## src/rtl/watch_set_ctrl_if.sv

```systemverilog
// Bus between the watch counter / display side (master) and the time-setting controller (slave).
// Raw buttons and the live time flow into the controller; edited time, load strobe and blink mask flow out.
interface watch_set_ctrl_if;
   logic       btn_mode;
   logic       btn_up;
   logic       btn_down;
   logic [3:0] cur_h_ten, cur_h_one, cur_m_ten, cur_m_one, cur_s_ten, cur_s_one;
   logic [3:0] set_h_ten, set_h_one, set_m_ten, set_m_one, set_s_ten, set_s_one;
   logic       set_load;
   logic [1:0] edit_field;
   logic [5:0] blink_mask;

   modport master (
      output btn_mode, btn_up, btn_down,
      output cur_h_ten, cur_h_one, cur_m_ten, cur_m_one, cur_s_ten, cur_s_one,
      input  set_h_ten, set_h_one, set_m_ten, set_m_one, set_s_ten, set_s_one,
      input  set_load, edit_field, blink_mask
   );

   modport slave (
      input  btn_mode, btn_up, btn_down,
      input  cur_h_ten, cur_h_one, cur_m_ten, cur_m_one, cur_s_ten, cur_s_one,
      output set_h_ten, set_h_one, set_m_ten, set_m_one, set_s_ten, set_s_one,
      output set_load, edit_field, blink_mask
   );
endinterface

```

## src/rtl/watch_set_ctrl.sv

```systemverilog
// Watch time-setting front end: button debounce, hour/minute/second edit FSM, load strobe and blink mask.
// Define WATCH_SET_REPEAT_EN to build auto-repeat for held up/down buttons.
module watch_set_ctrl #(
   parameter int DEBOUNCE_MS  = 20,
   parameter int BLINK_HALF   = 500,
   parameter int EDIT_TIMEOUT = 10000,
   parameter int REPEAT_DELAY = 500,
   parameter int REPEAT_RATE  = 150
) (
   input  logic               clk,
   input  logic               rst,
   watch_set_ctrl_if.slave    bus
);
   localparam int DbW   = $clog2(DEBOUNCE_MS + 1);
   localparam int IdleW = $clog2(EDIT_TIMEOUT + 1);
   localparam int BlW   = $clog2(BLINK_HALF + 1);

   typedef enum logic [1:0] {RUN = 2'd0, EDIT_H = 2'd1, EDIT_M = 2'd2, EDIT_S = 2'd3} state_e;

   // Button vectors are ordered {mode, up, down}.
   logic [2:0]     sync1_q, sync2_q, level_q, levelPrev_q, press_q;
   logic [DbW-1:0] dbCnt_q [3];

   always_ff @(posedge clk) begin
      if (rst) begin
         sync1_q     <= '0;
         sync2_q     <= '0;
         level_q     <= '0;
         levelPrev_q <= '0;
         press_q     <= '0;
         for (int i = 0; i < 3; i++) dbCnt_q[i] <= '0;
      end else begin
         sync1_q     <= {bus.btn_mode, bus.btn_up, bus.btn_down};
         sync2_q     <= sync1_q;
         levelPrev_q <= level_q;
         press_q     <= level_q & ~levelPrev_q;
         for (int i = 0; i < 3; i++) begin
            if (sync2_q[i] != level_q[i]) begin
               if (dbCnt_q[i] == DbW'(DEBOUNCE_MS - 1)) begin
                  level_q[i] <= sync2_q[i];
                  dbCnt_q[i] <= '0;
               end else begin
                  dbCnt_q[i] <= dbCnt_q[i] + 1'b1;
               end
            end else begin
               dbCnt_q[i] <= '0;
            end
         end
      end
   end

   // Out-of-range or non-BCD field values collapse to 00 on the first step.
   function automatic logic [7:0] bcdStep(input logic [3:0] tens, input logic [3:0] ones,
                                          input logic [7:0] maxVal, input logic up);
      logic [7:0] v;
      logic [7:0] n;
      v = {4'd0, tens} * 8'd10 + {4'd0, ones};
      if (tens > 4'd9 || ones > 4'd9 || v > maxVal) n = 8'd0;
      else if (up) n = (v == maxVal) ? 8'd0 : v + 8'd1;
      else         n = (v == 8'd0) ? maxVal : v - 8'd1;
      bcdStep = {4'(n / 8'd10), 4'(n % 8'd10)};
   endfunction

   state_e           state_q, state_d;
   logic [23:0]      edit_q, edit_d;
   logic             load_q, load_d, phase_q, phase_d;
   logic [5:0]       mask_q, mask_d;
   logic [IdleW-1:0] idle_q, idle_d;
   logic [BlW-1:0]   blinkCnt_q, blinkCnt_d;
   logic             modeEv, upEv, dnEv, repUp, repDn, doUp, doDn, stepped;
   logic [3:0]       selTens, selOnes;
   logic [7:0]       selMax, stepVal;

   assign modeEv = press_q[2];
   assign upEv   = press_q[1] & ~press_q[0];
   assign dnEv   = press_q[0] & ~press_q[1];
   assign doUp   = ~modeEv & (upEv | repUp) & ~(dnEv | repDn);
   assign doDn   = ~modeEv & (dnEv | repDn) & ~(upEv | repUp);

`ifdef WATCH_SET_REPEAT_EN
   localparam int RpW = $clog2(REPEAT_DELAY + 1);
   logic [RpW-1:0] repCnt_q, repCnt_d;
   logic           held;

   // repCnt_q counts cycles since the press; zero means no repeat is armed.
   always_comb begin
      held     = level_q[1] ^ level_q[0];
      repUp    = 1'b0;
      repDn    = 1'b0;
      repCnt_d = repCnt_q;
      if (state_q == RUN || modeEv || !held) begin
         repCnt_d = '0;
      end else if (upEv || dnEv) begin
         repCnt_d = RpW'(1);
      end else if (repCnt_q != '0) begin
         if (repCnt_q == RpW'(REPEAT_DELAY)) begin
            repUp    = level_q[1];
            repDn    = level_q[0];
            repCnt_d = RpW'(REPEAT_DELAY - REPEAT_RATE + 1);
         end else begin
            repCnt_d = repCnt_q + 1'b1;
         end
      end
   end

   always_ff @(posedge clk) begin
      if (rst) repCnt_q <= '0;
      else     repCnt_q <= repCnt_d;
   end
`else
   assign repUp = 1'b0;
   assign repDn = 1'b0;
`endif

   always_comb begin
      case (state_q)
         EDIT_M:  begin selTens = edit_q[15:12]; selOnes = edit_q[11:8];  selMax = 8'd59; end
         EDIT_S:  begin selTens = edit_q[7:4];   selOnes = edit_q[3:0];   selMax = 8'd59; end
         default: begin selTens = edit_q[23:20]; selOnes = edit_q[19:16]; selMax = 8'd23; end
      endcase
      stepVal = bcdStep(selTens, selOnes, selMax, doUp);
   end

   always_comb begin
      state_d    = state_q;
      edit_d     = edit_q;
      load_d     = 1'b0;
      idle_d     = idle_q;
      blinkCnt_d = blinkCnt_q;
      phase_d    = phase_q;
      mask_d     = 6'b0;
      stepped    = (state_q != RUN) && (doUp || doDn);

      case (state_q)
         RUN:     if (modeEv) begin
                     edit_d  = {bus.cur_h_ten, bus.cur_h_one, bus.cur_m_ten,
                                bus.cur_m_one, bus.cur_s_ten, bus.cur_s_one};
                     state_d = EDIT_H;
                  end
         EDIT_H:  if (modeEv) state_d = EDIT_M;
         EDIT_M:  if (modeEv) state_d = EDIT_S;
         default: if (modeEv) begin
                     state_d = RUN;
                     load_d  = 1'b1;
                  end
      endcase

      if (stepped) begin
         case (state_q)
            EDIT_M:  edit_d[15:8]  = stepVal;
            EDIT_S:  edit_d[7:0]   = stepVal;
            default: edit_d[23:16] = stepVal;
         endcase
      end

      if (state_q == RUN || press_q != 3'b0 || stepped) begin
         idle_d = '0;
      end else if (idle_q == IdleW'(EDIT_TIMEOUT - 1)) begin
         idle_d  = '0;
         state_d = RUN;
      end else begin
         idle_d = idle_q + 1'b1;
      end

      // Phase restarts visible whenever the field changes or a value steps.
      if (state_d == RUN || state_d != state_q || stepped) begin
         blinkCnt_d = '0;
         phase_d    = 1'b0;
      end else if (blinkCnt_q == BlW'(BLINK_HALF - 1)) begin
         blinkCnt_d = '0;
         phase_d    = ~phase_q;
      end else begin
         blinkCnt_d = blinkCnt_q + 1'b1;
      end

      if (phase_d) begin
         case (state_d)
            EDIT_H:  mask_d = 6'b110000;
            EDIT_M:  mask_d = 6'b001100;
            EDIT_S:  mask_d = 6'b000011;
            default: mask_d = 6'b000000;
         endcase
      end
   end

   always_ff @(posedge clk) begin
      if (rst) begin
         state_q    <= RUN;
         edit_q     <= '0;
         load_q     <= 1'b0;
         idle_q     <= '0;
         blinkCnt_q <= '0;
         phase_q    <= 1'b0;
         mask_q     <= '0;
      end else begin
         state_q    <= state_d;
         edit_q     <= edit_d;
         load_q     <= load_d;
         idle_q     <= idle_d;
         blinkCnt_q <= blinkCnt_d;
         phase_q    <= phase_d;
         mask_q     <= mask_d;
      end
   end

   assign {bus.set_h_ten, bus.set_h_one, bus.set_m_ten,
           bus.set_m_one, bus.set_s_ten, bus.set_s_one} = edit_q;
   assign bus.set_load   = load_q;
   assign bus.edit_field = state_q;
   assign bus.blink_mask = mask_q;
endmodule

```

## src/flat_wrapper.sv

```systemverilog
// flat-port wrapper written by rule: the top's interface ports become plain ports
module watch_set_ctrl_flat 
#(
   parameter int DEBOUNCE_MS  = 20,
   parameter int BLINK_HALF   = 500,
   parameter int EDIT_TIMEOUT = 10000,
   parameter int REPEAT_DELAY = 500,
   parameter int REPEAT_RATE  = 150
)
  (clk, rst, bus_btn_mode, bus_btn_up, bus_btn_down, bus_cur_h_ten, bus_cur_h_one, bus_cur_m_ten, bus_cur_m_one, bus_cur_s_ten, bus_cur_s_one, bus_set_h_ten, bus_set_h_one, bus_set_m_ten, bus_set_m_one, bus_set_s_ten, bus_set_s_one, bus_set_load, bus_edit_field, bus_blink_mask);
  watch_set_ctrl_if bus_i ();
  input  logic clk;
  input  logic rst;
  input wire logic [$bits(bus_i.btn_mode)-1:0] bus_btn_mode;
  input wire logic [$bits(bus_i.btn_up)-1:0] bus_btn_up;
  input wire logic [$bits(bus_i.btn_down)-1:0] bus_btn_down;
  input wire logic [$bits(bus_i.cur_h_ten)-1:0] bus_cur_h_ten;
  input wire logic [$bits(bus_i.cur_h_one)-1:0] bus_cur_h_one;
  input wire logic [$bits(bus_i.cur_m_ten)-1:0] bus_cur_m_ten;
  input wire logic [$bits(bus_i.cur_m_one)-1:0] bus_cur_m_one;
  input wire logic [$bits(bus_i.cur_s_ten)-1:0] bus_cur_s_ten;
  input wire logic [$bits(bus_i.cur_s_one)-1:0] bus_cur_s_one;
  output wire logic [$bits(bus_i.set_h_ten)-1:0] bus_set_h_ten;
  output wire logic [$bits(bus_i.set_h_one)-1:0] bus_set_h_one;
  output wire logic [$bits(bus_i.set_m_ten)-1:0] bus_set_m_ten;
  output wire logic [$bits(bus_i.set_m_one)-1:0] bus_set_m_one;
  output wire logic [$bits(bus_i.set_s_ten)-1:0] bus_set_s_ten;
  output wire logic [$bits(bus_i.set_s_one)-1:0] bus_set_s_one;
  output wire logic [$bits(bus_i.set_load)-1:0] bus_set_load;
  output wire logic [$bits(bus_i.edit_field)-1:0] bus_edit_field;
  output wire logic [$bits(bus_i.blink_mask)-1:0] bus_blink_mask;
  assign bus_i.btn_mode = bus_btn_mode;
  assign bus_i.btn_up = bus_btn_up;
  assign bus_i.btn_down = bus_btn_down;
  assign bus_i.cur_h_ten = bus_cur_h_ten;
  assign bus_i.cur_h_one = bus_cur_h_one;
  assign bus_i.cur_m_ten = bus_cur_m_ten;
  assign bus_i.cur_m_one = bus_cur_m_one;
  assign bus_i.cur_s_ten = bus_cur_s_ten;
  assign bus_i.cur_s_one = bus_cur_s_one;
  assign bus_set_h_ten = bus_i.set_h_ten;
  assign bus_set_h_one = bus_i.set_h_one;
  assign bus_set_m_ten = bus_i.set_m_ten;
  assign bus_set_m_one = bus_i.set_m_one;
  assign bus_set_s_ten = bus_i.set_s_ten;
  assign bus_set_s_one = bus_i.set_s_one;
  assign bus_set_load = bus_i.set_load;
  assign bus_edit_field = bus_i.edit_field;
  assign bus_blink_mask = bus_i.blink_mask;
  watch_set_ctrl #(.DEBOUNCE_MS(DEBOUNCE_MS), .BLINK_HALF(BLINK_HALF), .EDIT_TIMEOUT(EDIT_TIMEOUT), .REPEAT_DELAY(REPEAT_DELAY), .REPEAT_RATE(REPEAT_RATE)) u_core (.clk(clk), .rst(rst), .bus(bus_i));
endmodule
```

## config.mk

```make
export PLATFORM = sky130hd
export DESIGN_NAME = watch_set_ctrl_flat
export DESIGN_NICKNAME = d
export VERILOG_FILES = /design/src/rtl/watch_set_ctrl_if.sv /design/src/rtl/watch_set_ctrl.sv /design/src/flat_wrapper.sv
export SDC_FILE = /design/constraint.sdc
export NUM_CORES = 1
export LEC_CHECK = 0
export CORE_UTILIZATION = 40
export CTS_CLUSTER_DIAMETER = 60
export CTS_CLUSTER_SIZE = 25
export DETAILED_ROUTE_END_ITERATION = 10
export PLACE_DENSITY_LB_ADDON = 0.3
export SYNTH_ARGS = -nofsm -noshare
export SYNTH_HDL_FRONTEND = slang
export SYNTH_SLANG_ARGS = --single-unit
```

## constraint.sdc

```tcl
create_clock -name clk -period 15.38 [get_ports clk]
set_clock_uncertainty 0.05 [all_clocks]
set_input_delay 3.076 -clock clk [delete_from_list [all_inputs] [get_ports clk]]
set_output_delay 3.076 -clock clk [all_outputs]
set_load 0.02 [all_outputs]
```

Word level (Yosys, flattened, before mapping) --
Memories as Yosys holds them, arrays and structs flattened. Cells that the tools add are included. Widths: inputs -> output; s select.
Storage, ports and cells: register bits after elaboration 72, memories kept 1, memory bits (read-only) 0, input bits 29, latch bits 0, word-level logic and storage cells 158, output and inout port bits 33, memory bits (writable) 15
Cells by class: bitwise logic cells 24, multiply operators 1, shift operators 0, muxes and demuxes 68, reductions and logical operators 21, eq/ne operators 16, divide/modulo/power cells 2, add/subtract/negate cells 8, $lt $le $gt $ge 3
Memories:
- u_core.dbCnt_q | depth 3, bits a word 5, read ports 3, clocked after Yosys merged registers in 0, write ports 3, line watch_set_ctrl.sv:22 | logic [DbW-1:0] dbCnt_q [3];
Operators by type and width (number):
- $mux 24 | 3
- $mux 8 | 7
- $mux 5 | 9
- $mux 1 | 38
- $pmux 6 s3 | 1
- $pmux 4 s2 | 2
- $add 5x1->5 const B | 3
- $eq 5x5->1 const B | 3
- $add 14x1->14 const B | 1
- $eq 14x14->1 const B | 1
- $mux 2 | 6
- $add 9x1->9 const B | 1
- $eq 9x9->1 const B | 1
- $or 1x1->1 | 9
- $add 8x1->8 const B | 1
- $add 8x4->8 | 1
- $div 8x4->8 const B | 1
- $eq 2x2->1 const B | 4
- $eq 8x6->1 | 1
- $gt 4x4->1 const B | 2
- $gt 8x6->1 | 1
- $logic_not 8->1 | 1
- $mod 8x4->8 const B | 1
- $sub 8x1->8 const B | 1
- 19 further kinds | 44

Depth between registers and ports, before layout --
word-level depth 14, mapped depth 31

Worst setup path before layout --
No wires, ideal clock.
path kind reg2reg, start point reg u_core.state_q[1], in the netlist u_core.bus.edit_field[1], end point reg u_core.edit_q[19], library setup time 0.086 ns, path buffers 4, arrival time 5.484 ns, required time 15.244 ns, stages on the path, launching flop included 31, period minus slack after synthesis 5.620 ns, setup slack 9.760 ns, path through dfxtp_1 > buf_4 > buf_2 > buf_1 > clkinv_1 > nor2_1 > a21oi_1 > inv_1 > ha_1 > inv_1 > fa_1 > nor2b_1 > o21ai_1 > xnor2_2 > ha_1 > nand2_1 > nor2_1 > mux2i_1 > nand2_1 > a2bb2oi_1 > or2_0 > clkbuf_1 > nor2_1 > a22oi_1 > o21a_1 > inv_1 > ha_1 > inv_1 > o211a_4 > xnor2_1 > a221oi_2
On the way: cells in the longest elaborated chain, start to end 11, elaborated cells on any way between the ends 28, those cells by class add/sub: 3; mul: 1; div: 1; order compare: 3; eq/ne: 3; mux: 10; reduce/logical: 7
RTL lines:
- start, declared | line watch_set_ctrl.sv:64 | state_e state_q, state_d;
- start signal, assigned | line watch_set_ctrl.sv:196 | state_q <= state_d;
- $eq 2x2->1 | line watch_set_ctrl.sv:116, watch_set_ctrl.sv:149
- $pmux 4 s2 | line watch_set_ctrl.sv:116 | case (state_q)
- $mul 4x3->7 | line watch_set_ctrl.sv:57 | v = {4'd0, tens} * 8'd10 + {4'd0, ones};
- $add 8x4->8 | line watch_set_ctrl.sv:57
- $sub 8x1->8, or another cell as far along | line watch_set_ctrl.sv:60 | else n = (v == 8'd0) ? maxVal : v - 8'd1;
- $mux 8 (on tied branches) | line watch_set_ctrl.sv:60, watch_set_ctrl.sv:59
- $mux 8 | line watch_set_ctrl.sv:59 | else if (up) n = (v == maxVal) ? 8'd0 : v + 8'd1;
- $mux 8 | line watch_set_ctrl.sv:58 | if (tens > 4'd9 || ones > 4'd9 || v > maxVal) n = 8'd0;
- $mod 8x4->8 | line watch_set_ctrl.sv:61 | bcdStep = {4'(n / 8'd10), 4'(n % 8'd10)};
- $mux 8 | line watch_set_ctrl.sv:149 | case (state_q)
- $mux 24 (*) | line watch_set_ctrl.sv:148 | if (stepped) begin
- end signal, assigned | line watch_set_ctrl.sv:197 | edit_q <= edit_d;
- end, declared | line watch_set_ctrl.sv:65 | logic [23:0] edit_q, edit_d;
Mark *: on every way between the ends. The rest lies on a longest branch, timed or not. A chain may end at the register's enable or synchronous reset.

Worst setup path in the final report --
start point reg u_core.state_q[0], in the netlist u_core.bus.edit_field[0], end point reg u_core.edit_q[17]
Same word-level chain as after synthesis.

==> results_dict.tcl <==
set metrics [dict create \
    status "finished, final reports clean" \
    yosys.area.top_type "dfxtp_1" \
    worst_slew_pin_slew_ns 1.08 \
    die_area_um2 13200 \
    synth-edff-count 15 \
    yosys-top-cells-area "dfxtp_1 (27%), edfxtp_1 (8.8%), nor2_1 (6.2%)" \
    cts-root-buf "clkbuf_16" \
    finalSetupViolations 0 \
    ir_worst_vdd_uv 73.4 \
    wl_per_cell_um 15.3 \
    die_w_um 115 \
    whs_ns 0.334 \
    endpoint_kind "register" \
    seq_area_um2 1830 \
    cp_slowest_cell "dfxtp_1" \
    min_path_cells 1 \
    drt-initial-drc-count 227 \
    synth_area_um2 5090 \
    fin_setup_tns_ns 0 \
    hp-class "register to register" \
    clk_latency_ns 0.33 \
    slew_viol_final 0 \
    synth_area_per_cell_um2 8.66 \
    initial_core_util_pct 41.7 \
    r2r-end "u_core.edit_q[17]" \
    path_common_cell "ha_1" \
    dp_worst_setup_slack_ns 9.22 \
    netlist_instances 588 \
    r2r_cells 20 \
    maxCapViolCount 0 \
    viasPerCell 5.29 \
    diodes 0 \
    pin_count 62 \
    portBuffers 61 \
    path_buf_inv 1 \
    synthDominantCellAreaShare_pct 27.1 \
    dp_hpwl_um 9470 \
    grt_max_degree 48 \
    multiInputGateArea_um2 3080 \
    cts_resized 0 \
    final_common_cell "nor2_1" \
    synth_cell_types 78 \
    yosysSeqAreaShare_pct 36.0 \
    tritoncts "done" \
    p_total_w 0.000450 \
    numCtsBuffers 9 \
    post-route-drc-count 0 \
    crit_chain "mux2_2 -> mux2i_1 -> inv_1 -> ha_1 -> ha_1 -> ha_1 -> xnor2_2 -> ha_1 -> nand2_1 -> nor2_1 -> mux2i_1 -> nor3_1 -> a31oi_1 -> and2_1 -> o31ai_2 -> mux2i_1 -> a32oi_4 -> o21ai_4 -> xnor2_1 -> a221oi_2" \
    gr-total-overflow 0 \
    place_congestion 0.982 \
    period_minus_slack_ns 6.24 \
    synth_warnings 0 \
    track_usage_pct 19.8 \
    p_leak_nw 2.23 \
    fin_crit_sh_pct 40.6 \
    worstPathRequired_ns 15.50 \
    synth-main-ff-cell "dfxtp_1" \
    antenna_found_initial 0 \
    min_to "u_core.press_q[0]" \
    critical_path_class "register to register" \
    cts_buffer_depth 2 \
    fp-row-count 40 \
    fmax_mhz 160 \
    cp_data_arrival_time_ns 6.36 \
    grt_pass1_wl_um 20400 \
    layout-drive-gt1-share_pct 7.70 \
    powerDensity_nw_per_um2 73.8 \
    slowest_delay_ns 0.87 \
    critPathTopFamily "compound AO/OA/AOI/OAI gates" \
    htreeDepth 3 \
    hp-start "u_core.levelPrev_q[0]" \
    postPlaceCellArea_um2 5820 \
    post_cts_buffers 0 \
    async_reset_ff_share_pct 0 \
    design_area_um2 6100 \
    r2r_start "u_core.bus.edit_field[0]" \
    drt-total-wl_um 12500 \
    crit_fanout 17 \
    fin_ws_ns 9.14 \
    dr.pass1.iters 4 \
    r2r_setup_slack_ns 9.14 \
    ant_nets 0 \
    vias 4324 \
    finalHoldViolations 0 \
    fin_nets 692 \
    die_h_um 115 \
    slew_headroom_pct 28.0 \
    nFillCells 1191 \
    area.growth.synth_to_final_pct 19.7 \
    holdBufCountCts 0 \
    synth_seq_cells 84 \
    first_global_vias 4189 \
    cts.sinks 84 \
    coreArea_um2 12200 \
    clk_pin_slew_ns 0.06 \
    layout_common_cells "nor2_1 (84), nand2_1 (69), dfxtp_1 (69)" \
    cp-start-kind "register" \
    rsz0062_at_grt "false" \
]
[state kept, by name, summed over array words and instances (netlist names), 9 cells and up]
register           cells
u_core.idle_q         14
u_core.blinkCnt_q      9
u_core.dbCnt_q        15
u_core.edit_q         24
[cells by family (layout without fill, tap and decap cells)]
group / Yosys count / after routing / share of synthesized area [%]
other: 1 / 15 / 0.0736
muxes: 23 / 23 / 5.13
adders and majority gates: 19 / 19 / 4.81
xor gates and xnor gates: 49 / 49 / 8.87
AOI/OAI and AO/OA: 98 / 98 / 15.7
and+or+nand+nor: 262 / 262 / 24.9
buffers and inverters: 52 / 99 / 4.57
DFF: 84 / 84 / 36.0
[layer usage]
metal	vias to the layer above	track usage (%)	share of wire (%)
met5	-	0	0
met4	0	8.66	1.8
met3	17	2.42	4.3
met2	95	33.9	48
met1	2057	25.1	46
li1	2155	-	-
[per-stage QoR]
| stage | instances | util, % |
|---|---|---|
| floorplan | 602 | - |
| global placement | 801 | 47.6 |
| detailed placement | 801 | 47.6 |
| CTS | 817 | 50.0 |
| global route | 817 | 50.0 |
| finish | 817 | 50.0 |
[power by group]
group	internal, W	switching [W]	leakage (nW)
logic	0.00000985	0.00000758	1.38
registers	0.000226	0.00000183	0.712
clock network	0.000115	0.0000899	0.140
total	0.000351	0.0000993	2.23
[cell usage after synthesis, types with 3 or more instances]
cell type   n
dfxtp_1    69
o31ai_1     4
mux2i_1    19
a211oi_1   10
nor2b_1    16
and3_1     14
nand2b_1    5
buf_1       3
or2_2       3
nor3_1     14
ha_1       18
or3_1      10
xor2_1     18
buf_2       3
xnor2_1    28
nand2_1    69
a21oi_1    17
nand3_1    21
nor4_1      3
o32a_1      3
nor2_1     84
clkbuf_1   18
a31oi_1     3
inv_1      20
a311oi_1   11
nand4_1     5
buf_4       5
edfxtp_1   15
a21o_1     10
a21oi_2     3
o21ai_0     9
[worst max path at each step]
| stage | start | end | slack [ns] | depth (start not counted) |
|---|---|---|---|---|
| finish | u_core.bus.edit_field[0] | u_core.edit_q[17] | 9.14 | 20 |
| detailed placement | u_core.bus.edit_field[0] | u_core.edit_q[3] | 9.22 | 23 |
| floorplan | u_core.bus.edit_field[1] | u_core.edit_q[19] | 9.76 | 30 |
| CTS | u_core.bus.edit_field[0] | u_core.edit_q[3] | 9.17 | 23 |
| global placement | u_core.bus.edit_field[0] | u_core.edit_q[9] | 9.45 | 20 |
| global route | u_core.bus.edit_field[0] | u_core.edit_q[3] | 8.59 | 23 |
[worst reg2reg max path: stages (launching register included)]
cell and delay (ns):
dfxtp_1 0.87, mux2_2 0.42, mux2i_1 0.29, inv_1 0.12, ha_1 0.31, ha_1 0.21
ha_1 0.36, xnor2_2 0.41, ha_1 0.22, nand2_1 0.07, nor2_1 0.12, mux2i_1 0.17
nor3_1 0.17, a31oi_1 0.17, and2_1 0.20, o31ai_2 0.84, mux2i_1 0.27, a32oi_4 0.28
o21ai_4 0.15, xnor2_1 0.29, a221oi_2 0.12
[final cells by class]
cell class                      count  area share (%)
Clock buffer                       10            3.92
Timing Repair Buffer               62            10.0
Tap cell                          168            3.45
Multi-Input combinational cell    466            50.5
Sequential cell                    84            30.0
Clock inverter                      6           0.738
Inverter                           21            1.29
Power figures use the tool's default switching activity.
